[src/rtl/text_pkg.sv]
// -----------------------------------------------------------------------------
// text_pkg
// Shared constants and types for the text buffer serializer.
//   ROW_STRIDE : address stride between text rows (columns per physical row)
//   ADDR_W     : text RAM address width, {row[3:0], col[4:0]}
//   CHAR_W     : character width
//   CHAR_NL    : line feed emitted at row ends when newlines are enabled
//   CHAR_EMPTY : value of an unused text cell
//   state_t    : scanner FSM state encoding
// -----------------------------------------------------------------------------
package text_pkg;

   localparam int ROW_STRIDE = 32;
   localparam int ADDR_W     = 9;
   localparam int CHAR_W     = 8;
   localparam int COL_W      = $clog2(ROW_STRIDE);
   localparam int ROW_W      = ADDR_W - COL_W;

   localparam logic [CHAR_W-1:0] CHAR_NL    = 8'h0A;
   localparam logic [CHAR_W-1:0] CHAR_EMPTY = 8'h00;

   typedef enum logic [2:0] {
      ST_IDLE    = 3'd0,
      ST_READ    = 3'd1,
      ST_WAIT    = 3'd2,
      ST_EMIT    = 3'd3,
      ST_NEWLINE = 3'd4,
      ST_FINISH  = 3'd5
   } state_t;

   // Pack a row/column cursor into a text RAM address.
   function automatic logic [ADDR_W-1:0] make_addr(input logic [ROW_W-1:0] row,
                                                   input logic [COL_W-1:0] col);
      return {row, col};
   endfunction

endpackage

[src/rtl/text_scan_cursor.sv]
// -----------------------------------------------------------------------------
// text_scan_cursor
// Row/column cursor over the used part of the text buffer. Columns run
// 0..COLS-1, rows 0..ROWS-1; stepping past the last cell wraps to 0/0.
//   clk, rst      : clock, asynchronous active-high reset
//   i_clear       : synchronous return to row 0, column 0
//   i_inc         : advance one cell
//   o_row, o_col  : current cursor position
//   o_last_col    : cursor sits in the last used column of its row
//   o_last_cell   : cursor sits in the last used cell of the buffer
// -----------------------------------------------------------------------------
module text_scan_cursor
   import text_pkg::*;
#(
   parameter int ROWS = 15,
   parameter int COLS = 20
) (
   input  logic             clk,
   input  logic             rst,
   input  logic             i_clear,
   input  logic             i_inc,
   output logic [ROW_W-1:0] o_row,
   output logic [COL_W-1:0] o_col,
   output logic             o_last_col,
   output logic             o_last_cell
);

   logic [ROW_W-1:0] r_row;
   logic [COL_W-1:0] r_col;

   assign o_row       = r_row;
   assign o_col       = r_col;
   assign o_last_col  = (r_col == COL_W'(COLS - 1));
   assign o_last_cell = o_last_col && (r_row == ROW_W'(ROWS - 1));

   // Cursor position: clear has priority over advance.
   always_ff @(posedge clk or posedge rst) begin
      if (rst) begin
         r_row <= {ROW_W{1'b0}};
         r_col <= {COL_W{1'b0}};
      end else if (i_clear) begin
         r_row <= {ROW_W{1'b0}};
         r_col <= {COL_W{1'b0}};
      end else if (i_inc) begin
         if (o_last_cell) begin
            r_row <= {ROW_W{1'b0}};
            r_col <= {COL_W{1'b0}};
         end else if (o_last_col) begin
            r_row <= r_row + ROW_W'(1);
            r_col <= {COL_W{1'b0}};
         end else begin
            r_row <= r_row;
            r_col <= r_col + COL_W'(1);
         end
      end else begin
         r_row <= r_row;
         r_col <= r_col;
      end
   end

endmodule

[src/rtl/text_reader.sv]
// -----------------------------------------------------------------------------
// text_reader
// Serializes a text buffer held in a synchronous-read RAM into a
// valid/ready byte stream. Empty cells (0x00) are skipped; only the first
// COLS columns of each of ROWS rows are read.
//
// Optional feature: define TEXT_READER_NEWLINE_EN to emit a 0x0A character
// (with full handshake) after every row.
//
//   clk, rst   : clock, asynchronous active-high reset
//   start      : one-cycle scan request, honoured only when idle
//   ram_addr   : text RAM address {row, col}
//   ram_re     : RAM read strobe, data returned on ram_data one cycle later
//   ram_data   : character from the RAM
//   out_data   : streamed character
//   out_valid  : out_data valid, held until out_ready
//   out_ready  : downstream accept
//   busy       : scan in progress
//   done       : one-cycle pulse at scan completion
// -----------------------------------------------------------------------------
module text_reader
   import text_pkg::*;
#(
   parameter int ROWS = 15,
   parameter int COLS = 20
) (
   input  logic              clk,
   input  logic              rst,
   input  logic              start,
   output logic [ADDR_W-1:0] ram_addr,
   output logic              ram_re,
   input  logic [CHAR_W-1:0] ram_data,
   output logic [CHAR_W-1:0] out_data,
   output logic              out_valid,
   input  logic              out_ready,
   output logic              busy,
   output logic              done
);

   state_t            r_state;
   logic              r_ram_re;
   logic [CHAR_W-1:0] r_out_data;
   logic              r_out_valid;
   logic              r_busy;
   logic              r_done;
`ifdef TEXT_READER_NEWLINE_EN
   logic              r_last_row;
`endif

   logic [ROW_W-1:0]  w_row;
   logic [COL_W-1:0]  w_col;
   logic              w_last_col;
   logic              w_last_cell;
   logic              w_clear;
   logic              w_inc;

   // A cell is finished either when it reads back empty or when its
   // character has been accepted downstream.
   assign w_clear = (r_state == ST_IDLE) && start;
   assign w_inc   = ((r_state == ST_WAIT) && (ram_data == CHAR_EMPTY)) ||
                    ((r_state == ST_EMIT) && out_ready);

   text_scan_cursor #(
      .ROWS (ROWS),
      .COLS (COLS)
   ) u_cursor (
      .clk         (clk),
      .rst         (rst),
      .i_clear     (w_clear),
      .i_inc       (w_inc),
      .o_row       (w_row),
      .o_col       (w_col),
      .o_last_col  (w_last_col),
      .o_last_cell (w_last_cell)
   );

   // The cursor only moves after a cell is finished, so it already holds
   // the address of the cell being read whenever ram_re is high.
   assign ram_addr  = make_addr(w_row, w_col);
   assign ram_re    = r_ram_re;
   assign out_data  = r_out_data;
   assign out_valid = r_out_valid;
   assign busy      = r_busy;
   assign done      = r_done;

   // Scanner FSM and its registered outputs.
   always_ff @(posedge clk or posedge rst) begin
      if (rst) begin
         r_state     <= ST_IDLE;
         r_ram_re    <= 1'b0;
         r_out_data  <= CHAR_EMPTY;
         r_out_valid <= 1'b0;
         r_busy      <= 1'b0;
         r_done      <= 1'b0;
`ifdef TEXT_READER_NEWLINE_EN
         r_last_row  <= 1'b0;
`endif
      end else begin
         r_ram_re <= 1'b0;
         r_done   <= 1'b0;

         case (r_state)
            ST_IDLE: begin
               if (start) begin
                  r_state  <= ST_READ;
                  r_ram_re <= 1'b1;
                  r_busy   <= 1'b1;
               end
            end
            ST_READ: begin
               r_state <= ST_WAIT;
            end
            ST_WAIT: begin
               if (ram_data != CHAR_EMPTY) begin
                  r_state     <= ST_EMIT;
                  r_out_data  <= ram_data;
                  r_out_valid <= 1'b1;
               end
            end
            ST_EMIT: begin
               if (out_ready) begin
                  r_out_valid <= 1'b0;
               end
            end
`ifdef TEXT_READER_NEWLINE_EN
            ST_NEWLINE: begin
               if (out_ready) begin
                  r_out_valid <= 1'b0;
                  if (r_last_row) begin
                     r_state <= ST_FINISH;
                     r_busy  <= 1'b0;
                     r_done  <= 1'b1;
                  end else begin
                     r_state  <= ST_READ;
                     r_ram_re <= 1'b1;
                  end
               end
            end
`endif
            ST_FINISH: begin
               r_state <= ST_IDLE;
            end
            default: begin
               r_state     <= ST_IDLE;
               r_out_valid <= 1'b0;
               r_busy      <= 1'b0;
            end
         endcase

         // Cell finished: pick the follow-on state. These assignments come
         // after the case so they override the per-state defaults above.
         if (w_inc) begin
            if (!w_last_col) begin
               r_state  <= ST_READ;
               r_ram_re <= 1'b1;
`ifdef TEXT_READER_NEWLINE_EN
            end else begin
               r_state     <= ST_NEWLINE;
               r_out_data  <= CHAR_NL;
               r_out_valid <= 1'b1;
               r_last_row  <= w_last_cell;
            end
`else
            end else if (w_last_cell) begin
               r_state <= ST_FINISH;
               r_busy  <= 1'b0;
               r_done  <= 1'b1;
            end else begin
               r_state  <= ST_READ;
               r_ram_re <= 1'b1;
            end
`endif
         end
      end
   end

endmodule

[config.mk]
export PLATFORM = sky130hd
export DESIGN_NAME = text_reader
export DESIGN_NICKNAME = d
export VERILOG_FILES = /design/src/rtl/text_pkg.sv /design/src/rtl/text_scan_cursor.sv /design/src/rtl/text_reader.sv
export SDC_FILE = /design/constraint.sdc
export NUM_CORES = 1
export LEC_CHECK = 0
export BUFFER_PORTS_ARGS = -buffer_cell sky130_fd_sc_hd__buf_4
export CAP_MARGIN = 20
export CORE_MARGIN = 3
export CORE_UTILIZATION = 50
export DETAILED_ROUTE_END_ITERATION = 7
export PLACE_DENSITY = 0.77
export SYNTH_ARGS = -nofsm -noshare
export SYNTH_HDL_FRONTEND = slang
export SYNTH_SLANG_ARGS = --single-unit
[constraint.sdc]
create_clock -name clk -period 1.94 [get_ports clk]
set_clock_uncertainty 0.1 [all_clocks]
set_input_delay 0.485 -clock clk [delete_from_list [all_inputs] [get_ports clk]]
set_output_delay 0.485 -clock clk [all_outputs]
set_load 0.02 [all_outputs]
Yosys cells after proc, flatten, opt, wreduce, memory -nomap -nowiden
Index checks and enable logic that the tools add are counted.

Input bits: 12. Output and inout bits: 21. Word-level logic and storage cells: 68. Flip-flop bits (word level): 24.

Reductions and logical operators: 16. Equal/unequal tests: 11. Bitwise logic cells: 1. Add/sub/neg operators: 2. Mux-type cells: 30.

Operators by type and width (count): two-way mux 5 bit (4); two-way mux 4 bit (4); two-way mux 3 bit (5); two-way mux 1 bit (14); case mux 3 bit (4 select lines) (1); logical NOT 8 bit (1); nonzero test 8 bit (1); equality test 3 x 2 -> 1 bit (second input constant) (2); AND reduction 3 bit (2); adder 5 x 1 -> 5 bit (second input constant) (1); equality test 5 bit (second input constant) (1); adder 4 x 1 -> 4 bit (second input constant) (1); equality test 4 bit (second input constant) (1); logical AND 1 bit (4); != test 2 x 1 -> 1 bit (second input constant) (2); AND reduction 2 bit (2); OR reduction 4 bit (1); equality test 3 x 1 -> 1 bit (second input constant) (1); equality test 3 bit (second input constant) (1); logical NOT 3 bit (1); != test 3 x 1 -> 1 bit (second input constant) (1); != test 3 x 2 -> 1 bit (second input constant) (1); case mux 1 bit (3 select lines) (1); nonzero test 3 bit (1); other kinds (6) (6).

Logic depth before layout (Yosys ltp)
Depth in word-level cells: 6. Mapped depth: 6. Gate-level depth less buffers: 5.

Hierarchy
A second synthesis with hierarchy kept.

Cells, all modules: 106. Area, all modules: 1223.7 µm².

Modules (own cells, without submodules): text_reader (sequential area each 375.4 µm², instances 1, area each 691.9 µm², cells an instance 51); text_scan_cursor (sequential area each 225.2 µm², instances 1, area each 531.8 µm², cells an instance 55).

Worst setup path after synthesis
OpenSTA, ideal clock, no wires.

Path kind: flip-flop to flip-flop. Start point: reg u_cursor.r_col[0], in the netlist u_cursor.o_col[0]. End point: reg u_cursor.r_row[3], in the netlist u_cursor.o_row[3]. Data arrival time: 1.608 ns. Period minus slack after synthesis: 1.830 ns. Buffers on the path: 0. Library setup time: 0.122 ns. Cell stages (with the launch flop): 6. Path slack: 0.110 ns. Data required time: 1.718 ns. Cells stage by stage: dfrtp_1 > ha_1 > and4bb_2 > nand4_1 > a32o_1 > o2bb2ai_1.

Word-level cells in the longest chain between the ends: 5. Elaborated cells on any way between the ends: 7. Classes of those cells: 1 x eq/ne; 3 x mux; 3 x reduce/logical.

Ends and longest elaborated chain: start: declaration (RTL line text_scan_cursor.sv:29) `logic [COL_W-1:0] r_col;`; start signal: assignment (RTL line text_scan_cursor.sv:40) `r_col <= {COL_W{1'b0}};`; start signal: assignment (RTL line text_scan_cursor.sv:43) `r_col <= {COL_W{1'b0}};`; start signal: assignment (RTL line text_scan_cursor.sv:47) `r_col <= {COL_W{1'b0}};`; equality test 5 bit * (RTL line text_scan_cursor.sv:33) `assign o_last_col = (r_col == COL_W'(COLS - 1));`; logical AND 1 bit (RTL line text_scan_cursor.sv:34) `assign o_last_cell = o_last_col && (r_row == ROW_W'(ROWS - 1));`; two-way mux 4 bit (RTL line text_scan_cursor.sv:45) `if (o_last_cell) begin`; two-way mux 4 bit (RTL line text_scan_cursor.sv:44) `end else if (i_inc) begin`; two-way mux 4 bit (RTL line text_scan_cursor.sv:41) `end else if (i_clear) begin`; end signal: assignment (RTL line text_scan_cursor.sv:42) `r_row <= {ROW_W{1'b0}};`; end signal: assignment (RTL line text_scan_cursor.sv:46) `r_row <= {ROW_W{1'b0}};`; end signal: assignment (RTL line text_scan_cursor.sv:49) `r_row <= r_row + ROW_W'(1);`; end: declaration (RTL line text_scan_cursor.sv:28) `logic [ROW_W-1:0] r_row;`.

Mark *: on every way between the ends. The rest lies on a longest branch, timed or not. The select of a mux whose other input is x is not followed. A chain may end at the register's enable or synchronous reset.

Worst setup path in the final report
Ends and elaborated chain as after synthesis.

==> summary.md <==
| Metric | Value |
|---|---|
| Result of the run | `complete, no violations` |
| Area of the die | `2990 um2` |
| Number of DRC violations after detailed-routing iteration 0 | `9` |
| Number of distinct standard cells referenced by the synthesized netlist | `37` |
| Leakage power | `0.000693 uW` |
| Share of post-route cells with drive strength above 1 | `between 40 and 50%` |
| Cell with the largest stage delay on the worst path | `sky130_fd_sc_hd__dfrtp_1` |
| Global route overflow | `0` |
| Critical path, cell by cell | `ha_1, and4bb_2, nand4_1, a32o_1, o2bb2ai_1` |
| Clock period minus final worst setup slack | `around 1800 ps` |
| Post-route DRC | `0` |
| Max-slew violations | `0` |
| First-pass DRT Iterations | `4` |
| CTS tree | `done` |
| Number of I/O port buffers | `32` |
| Dominant synthesized flop cell | `sky130_fd_sc_hd__dfrtp_1` |
| Post-synth ARST share | `100%` |
| Routed wire per std cell | `about 14 um` |
| Cell total after placement | `167` |
| P per Cell Area | `between 1000 and 1500 nW/um2` |
| Count of max-cap constraint violations | `0` |
| Rel. slew slack | `approximately two thirds` |
| Critical path fanouts, max | `7` |
| Vias per std cell | `between 5 and 6` |
| Achievable Freq | `about 0.54 GHz` |
| Worst Path Class, Setup | `register to register` |
| Min-delay worst type | `input pin to asynchronous set/reset pin` |
| Total clock buffers created by CTS | `3` |
| Final net count | `160` |
| Sequential fraction of the synthesis area | `50.6%` |
| Final worst-path cycle share | `95.1%` |
| Wire length of the first global-routing pass | `around 4000 um` |
| Critical path's largest stage delay | `around 430 ps` |
| Final setup violation count | `0` |
| CTS clock-pin slew for the worst setup and hold paths | `about 120 ps` |
| Worst reg-to-reg setup slack | `roughly 94 ps` |
| Starting density of the core | `a little over half` |
| Worst-Skew Late Latency | `310 ps` |
| Synthesized flop and latch total | `24` |
| Type of element capturing the critical path | `register` |
| Tot GR Track Use | `approximately a fifth` |
| Netlist area before placement | `between 1000 and 1500 um2` |
| Total number of placement rows | `17` |
| Maximum VDD drop | `between 0.9 and 1 mV` |
| Hold Fails Final Rpt | `0` |
| CTS H-tree lvls | `1` |
| Synthesis-to-layout area growth | `28.4%` |
| Crit path max-delay family | `simple AND/OR/NAND/NOR gates` |
| HPWL after DPL | `~1800 um` |
| Antenna violations before repair | `0` |
| Area of the core region | `~2200 um2` |
| Buffers and inverters on the worst path | `0` |
| Placement Setup Slack | `11.2 ps` |
| Maximum buffer depth of the clock tree | `2` |
| Fraction of the core area covered by cells at the end of the flow | `68.2%` |
| Top-level I/O count | `33` |
| Crit start category | `register` |
| Post-Syn Area per Cell | `about 11 um2` |
| Diode insertion count for antenna repair | `0` |
| Routability cong. | `between 0.7 and 0.8` |
| Synthesized netlist cell count | `about 100` |
| Number of flops mapped to enable cells by yosys | `0` |
| Number of cell instances on the worst register-to-register path | `5` |
| Maximum number of pins on one net before global-route repair | `25` |
| Endpoint required time on the critical path | `~2100 ps` |
| Worst slew pin tran | `between 400 and 500 ps` |
| Final worst slack | `around 94 ps` |
| # hold bufs at CTS | `0` |
| Pwr Total | `2100 uW` |
| Antenna-violating nets left | `0` |
| Capturing element of the worst setup path | `u_cursor.o_row[3]` |
| Sum of routed wire length over all layers | `approximately 2400 um` |
| Number of warnings issued by yosys | `0` |
| Die extent in x | `roughly 55 um` |
| Post-Synthesis Net Count | `119` |
| Terminus of the critical flop-to-flop path | `u_cursor.o_row[3]` |
| Vias in the first global route | `around 930` |
| Levels on crit path | `5` |
| Vertical extent of the die | `54.7 um` |
| Total clock sinks | `24` |
| Arrival time reported for the critical path endpoint | `about 2000 ps` |
| Overall via count from detail_route | `about 980` |
| Crit path from | `u_cursor.o_col[0]` |
| Non-filler instance count after layout | `171` |
| Startpoint of the worst register-to-register path | `u_cursor.o_col[0]` |
| Clk Tree Root Cell | `sky130_fd_sc_hd__clkbuf_4` |
[Yosys cell counts, types with 2 or more instances]
| cell | instances | area share, % |
|---|---|---|
| sky130_fd_sc_hd__nand2_1 | 4 | 1.3 |
| sky130_fd_sc_hd__dfrtp_1 | 24 | 51 |
| sky130_fd_sc_hd__or3_1 | 2 | 1.1 |
| sky130_fd_sc_hd__nor2_1 | 9 | 2.8 |
| sky130_fd_sc_hd__buf_2 | 2 | 0.84 |
| sky130_fd_sc_hd__inv_1 | 8 | 2.5 |
| sky130_fd_sc_hd__ha_1 | 3 | 3.2 |
| sky130_fd_sc_hd__o21ai_0 | 4 | 1.7 |
| sky130_fd_sc_hd__nand3_1 | 3 | 1.3 |
| sky130_fd_sc_hd__nor4_4 | 2 | 3.6 |
| sky130_fd_sc_hd__mux2_2 | 8 | 7.6 |
| sky130_fd_sc_hd__a31o_2 | 2 | 1.5 |
| sky130_fd_sc_hd__a21oi_1 | 6 | 2.5 |
| sky130_fd_sc_hd__nand4_1 | 3 | 1.6 |
| sky130_fd_sc_hd__a22oi_1 | 2 | 1.3 |
[flip-flops by register name, summed over array words and instances (netlist names)]
name / cells
busy: 1
out_data: 8
r_state: 3
u_cursor.o_col: 5
ram_re: 1
u_cursor.o_row: 4
done: 1
out_valid: 1
[repair_timing]
action | 4_1_cts | 5_1_grt
gates resized for setup | 0 | 0
setup buffers | 0 | 1
setup endpoints to repair | 0 | 1
[cell usage in the layout (no fill, tap or decap), types with 4 or more instances in the layout]
cell type                 synthesis  layout
sky130_fd_sc_hd__inv_1            8       8
sky130_fd_sc_hd__dfrtp_1         24      24
sky130_fd_sc_hd__nand2_1          4       4
sky130_fd_sc_hd__buf_4            0      39
sky130_fd_sc_hd__o21ai_0          4       4
sky130_fd_sc_hd__a21oi_1          6       6
sky130_fd_sc_hd__nor2_1           9       9
sky130_fd_sc_hd__mux2_2           8       8
[how the worst min path moves through the flow]
stage               cells after the start     endpoint  slack [ps]   startpoint
floorplan                               1         busy         400          rst
global placement                        1    out_valid         390    out_valid
detailed placement                      1  out_data[6]         400  out_data[6]
CTS                                     3  out_data[0]         120          rst
global route                            3  out_data[7]         120          rst
finish                                  3  out_data[0]         100          rst
[logic make-up after synthesis]
logic type / after synthesis / share of synthesized area [%]
adders and majority gates: 3 / 3.16
DFF: 24 / 50.6
muxes: 9 / 8.44
and+or+nand+nor: 32 / 19.3
buffers and inverters: 11 / 3.69
AOI/OAI and AO/OA: 25 / 14.8
[power breakdown]
group | internal (uW) | total, uW | switching, uW | leakage, uW
registers | 685 | 857 | 172 | 0.000294
logic | 514 | 1030 | 517 | 0.000386
clock network | 72.6 | 209 | 136 | 0.0000138
[worst register-to-register path, stage by stage, from the launching register on]
cell	delay (ps)
sky130_fd_sc_hd__dfrtp_1	430
sky130_fd_sc_hd__ha_1	250
sky130_fd_sc_hd__and4bb_2	360
sky130_fd_sc_hd__nand4_1	230
sky130_fd_sc_hd__a32o_1	280
sky130_fd_sc_hd__o2bb2ai_1	110
[stage by stage]
stage                     TNS, ps  instance area (um2)  hold slack (ps)
after floorplan                 0                 1190              400
after global placement          0                 1490              394
after detailed placement        0                 1490              398
after CTS                       0                 1520              116
after global routing        -92.1                 1520              125
final                           0                 1520              103
[final cells by class]
class / instances / area (um2)
Inverter: 8 / 30.0
Sequential cell: 24 / 601
Timing Repair Buffer: 39 / 293
Clock buffer: 3 / 22.5
Fill cell: 175 / 711
Multi-Input combinational cell: 69 / 542
Tap cell: 28 / 35.0
[routing by layer]
| metal | up-vias | track usage (%) | wire (um) |
|---|---|---|---|
| met1 | 467 | 21.7 | 956 |
| met4 | 0 | 8.30 | 38 |
| met3 | 5 | 4.36 | 174 |
| li1 | 466 | - | - |
| met2 | 38 | 33.3 | 1220 |
| met5 | - | 0 | 0 |
Power figures use the tool's default switching activity.
